$ cat src/rtl/instruction_fetch_unit.sv
// instruction_fetch_unit: single-outstanding instruction fetcher feeding a DEPTH-entry {pc, instr} prefetch queue.
// Define FETCH_BYPASS_EN to forward a live ack straight to out_* when the queue is empty.
module instruction_fetch_unit #(
  parameter int          DEPTH    = 4,
  parameter logic [63:0] RESET_PC = 64'h0
) (
  input  logic        clock,
  input  logic        reset,
  output logic        imem_req,
  output logic [63:0] imem_addr,
  input  logic        imem_ack,
  input  logic [31:0] imem_data,
  input  logic        redirect,
  input  logic [63:0] redirect_pc,
  output logic        out_valid,
  input  logic        out_ready,
  output logic [31:0] out_instr,
  output logic [63:0] out_pc
);
  localparam int AW = $clog2(DEPTH);
  typedef enum logic [1:0] {IDLE, BUSY, DISCARD} state_t;
  state_t        state;
  logic [63:0]   fetch_pc, req_addr;
  logic [63:0]   pc_q  [DEPTH];
  logic [31:0]   ins_q [DEPTH];
  logic [AW-1:0] rd_ptr, wr_ptr;
  logic [AW:0]   count;
  logic          live_ack, has_head, push, pop;
  assign imem_req  = state != IDLE;
  assign imem_addr = req_addr;
  assign live_ack  = state == BUSY && imem_ack && !redirect;
  assign has_head  = count != '0;
  assign pop       = has_head && out_ready && !redirect;
`ifdef FETCH_BYPASS_EN
  logic bypass;
  assign bypass    = live_ack && !has_head;
  assign out_valid = has_head || bypass;
  assign out_instr = has_head ? ins_q[rd_ptr] : bypass ? imem_data : '0;
  assign out_pc    = has_head ? pc_q[rd_ptr] : bypass ? req_addr : '0;
  assign push      = live_ack && !(bypass && out_ready);
`else
  assign out_valid = has_head;
  assign out_instr = has_head ? ins_q[rd_ptr] : '0;
  assign out_pc    = has_head ? pc_q[rd_ptr] : '0;
  assign push      = live_ack;
`endif
  always_ff @(posedge clock or negedge reset) begin
    if (!reset) begin
      state    <= IDLE;
      fetch_pc <= RESET_PC;
      req_addr <= RESET_PC;
      rd_ptr   <= '0;
      wr_ptr   <= '0;
      count    <= '0;
    end else begin
      case (state)
        IDLE:    if (!redirect && count < (AW+1)'(DEPTH)) begin
                   state    <= BUSY;
                   req_addr <= fetch_pc;
                 end
        BUSY:    state <= imem_ack ? IDLE : redirect ? DISCARD : BUSY;
        DISCARD: state <= imem_ack ? IDLE : DISCARD;
        default: state <= IDLE;
      endcase
      // a redirect flushes the queue and wins over any same-edge pop
      if (redirect) begin
        fetch_pc <= {redirect_pc[63:2], 2'b00};
        rd_ptr   <= '0;
        wr_ptr   <= '0;
        count    <= '0;
      end else begin
        if (live_ack) fetch_pc <= fetch_pc + 64'd4;
        if (push) wr_ptr <= wr_ptr + AW'(1);
        if (pop) rd_ptr <= rd_ptr + AW'(1);
        count <= count + (AW+1)'(push) - (AW+1)'(pop);
      end
    end
  end
  always_ff @(posedge clock) begin
    if (push) begin
      pc_q[wr_ptr]  <= req_addr;
      ins_q[wr_ptr] <= imem_data;
    end
  end
endmodule

$ cat config.mk
export PLATFORM = sky130hd
export DESIGN_NAME = instruction_fetch_unit
export DESIGN_NICKNAME = d
export VERILOG_FILES = /design/src/rtl/instruction_fetch_unit.sv
export SDC_FILE = /design/constraint.sdc
export NUM_CORES = 1
export LEC_CHECK = 0
export CAP_MARGIN = 10
export CORE_ASPECT_RATIO = 0.6
export CORE_MARGIN = 1
export CORE_UTILIZATION = 53
export CTS_CLUSTER_DIAMETER = 120
export CTS_CLUSTER_SIZE = 10
export DETAILED_ROUTE_END_ITERATION = 16
export GPL_ROUTABILITY_DRIVEN = 0
export PLACE_DENSITY_LB_ADDON = 0.3
export SLEW_MARGIN = 25
export SYNTH_ARGS = -nofsm -noshare
export SYNTH_HDL_FRONTEND = slang
export SYNTH_SLANG_ARGS = --single-unit
$ cat constraint.sdc
create_clock -name clock -period 5.5 [get_ports clock]
set_input_delay 0.55 -clock clock [delete_from_list [all_inputs] [get_ports clock]]
set_output_delay 0.55 -clock clock [all_outputs]
set_load 0.02 [all_outputs]
==> results.yml <==
synthesis:
  ys_seq_elements: 509
  async_reset_ff_frac: 0.2613
  yosys_warnings: 0
  synth-main-ff-cell: "edfxtp_1"
  synth_cell_types: 46
  syn_inst: 1216
  yosysSeqAreaShare: 0.7037
  synth_edf_count: 376
  synth_area_sq_um: 20770
  syn_avg_cell_area_sq_um: 17.08
floorplanning:
  die_x_microns: 257.6
  io_pins: 263
  die_h_microns: 155.4
  initial_core_util: 0.5449
  dieArea_sq_um: 40020
  num_rows: 55
  coreArea_sq_um: 38120
placement:
  placement.io_buffers: 256
  dpl.hpwl_microns: 28940
detailed_routing:
  dr.pass1.iters: 5
  drc: 0
  met2WireLength_microns: 22640
  num_vias: 11780
  totalWireLength_microns: 47060
  wl_per_cell_microns: 22.98
  wl_met3_microns: 2792
  drt_iter0_markers: 908
  drtAntennaViolNets: 0
  top_layer: "met4"
  via_per_inst: 5.753
  met1Wirelength_microns: 20710
cts:
  clkSinkCount: 509
  h-tree-depth: 2
  cts_hold_buf: 0
  cts_tree: "yes"
  cts_resized: 0
  cts_root_buf: "clkbuf_16"
  clkLatencyLatePin_ns: 0.58
  clkTransAtPathRegs_ns: 0.06
  cts_buffers: 56
  clockBufferDepth: 3
  post_cts_buffers: 0
worst_setup_path:
  critical_path_class: "register to output port"
  r2r-start: "state[0]"
  crit_path_end_kind: "output port"
  crit_start: "rd_ptr[0]"
  crit_path_max_fanout: 38
  start_kind: "register"
  cp.required_ns: 4.95
  arrival_ns: 3.43
timing:
  finalCritPeriodShare: 0.7239
  relSlewSlack: 0.3634
  fin_crit_ns: 3.982
  finalSetupViolations: 0
  rsz0062_at_grt: "no"
  worst_slew_pin_slew_ns: 0.9549
  hold_violations: 0
  max_freq_ghz: 0.2512
  finalMaxSlewViolations: 0
  fin_skew_ns: 0.02007
  tns_ns: 0
global_routing:
  grt_pass1_wl_microns: 73130
  antenna_found_initial: 5
  grt_pass1_vias: 12150
  track_usage: 0.2410
  grt_max_degree: 98
  globalRouteOverflowTotal: 0
layout:
  syn_to_final_growth_pct: 23.16
  most-common-layout-cells: "edfxtp_1, clkdlybuf4s50_1, dfrtp_1, and2_1, mux4_2"
  nets: 1591
  drive_gt1_frac: 0.1733
  final_common_cell: "edfxtp_1"
job:
  cap_violations: 0
power_and_ir_drop:
  leakagePower_uw: 0.008528
  ir_drop_mv: 0.2980
  p_per_area_nw_per_um2: 487.0
  p_total_uw: 12460
run_status:
  status: "finished clean"
worst_hold_path:
  min_path_type: "primary input to async pin"
[critical path: stages (launching register included)]
cell and delay, ns:
dfrtp_4 1.00, buf_4 0.53, mux4_2 0.58, and2_1 0.18, clkdlybuf4s50_1 0.54
[report_power, final]
| part | internal, uW | total [uW] | leakage [uW] | switching (uW) |
|---|---|---|---|---|
| logic | 1930 | 3740 | 0.00279 | 1810 |
| registers | 4770 | 5360 | 0.00497 | 592 |
| clock network | 1940 | 3350 | 0.000766 | 1420 |
| total | 8640 | 12500 | 0.00853 | 3820 |
[metrics by stage]
| stage | util | instances | cell area, sq um | hold WS, ns | setup WS [ns] |
|---|---|---|---|---|---|
| after floorplan | - | 1219 | 20780 | 0.2544 | 1.573 |
| after global placement | 0.6276 | 1936 | 23930 | 0.5246 | 2.073 |
| after detailed placement | 0.6276 | 1936 | 23930 | 0.5417 | 2.043 |
| after CTS | 0.6700 | 2041 | 25540 | 0.01350 | 1.401 |
| after global routing | 0.6710 | 2047 | 25580 | 0.03269 | 1.277 |
| final | 0.6711 | 2048 | 25580 | 0.001815 | 1.518 |
[worst paths after layout]
| check | depth (start not counted) | to | slack [ns] |
|---|---|---|---|
| max in group asynchronous | 2 | rd_ptr[0] | 4.16 |
| worst max-delay path | 4 | out_pc[61] | 1.52 |
| worst min register to register | 1 | imem_addr[39] | 0.55 |
| worst min-delay path | 1 | imem_addr[58] | 0.002 |
| min in group clock | 3 | fetch_pc[40] | 0.54 |
| worst max register to register | 3 | ins_q[1][31] | 2.67 |
[cell usage after synthesis (all sizes together) (8+ instances only)]
library cell	count	area, sq um
nand4	32	251.5
xnor2	16	140.1
nand2	58	217.7
xor2	28	245.2
nor4	17	176.4
nor2	40	150.1
mux2	68	765.7
inv	12	45.04
clkbuf	44	165.2
dfrtp	133	3328
o31ai	11	82.58
and3	13	81.33
or3	12	75.07
nor3	8	50.05
nand3	33	195.2
or4	12	90.09
o21ai	45	225.2
a31oi	22	137.6
mux4	94	2117
edfxtp	376	11290
buf	20	107.6
and2	98	613.1
[routing by layer]
metal  GRT usage  vias to the layer above
li1            -                     5248
met3     0.04252                       65
met1      0.3499                     6060
met4     0.06932                        0
met5           0                        -
met2      0.3789                      409
[final cells by class]
type                            count  area [sq um]
Sequential cell                   509         14630
Fill cell                        2611         12540
Antenna cell                        6         15.01
Tap cell                          513         641.9
Clock inverter                      2         17.52
Inverter                           12         45.04
Timing Repair Buffer              269          2751
Clock buffer                      103          1599
Multi-Input combinational cell    634          5888
[logic make-up (layout without fill, tap and decap cells)]
family,count (synthesis),in the layout,share of synthesized area
flops,509,509,0.7037
simple gates,334,334,0.09547
mux,163,163,0.1393
compound gates,81,81,0.02235
buf+inv,76,386,0.01530
xor+xnor,44,44,0.01855
fa+ha+maj,8,8,0.005180
other cells,1,10,0.0001805
[state kept, by name (all words and copies together), names as in the netlist]
name       count
count          3
imem_addr     62
fetch_pc      62
wr_ptr         2
state          2
pc_q         248
rd_ptr         2
ins_q        128
Power figures use the tool's default switching activity.
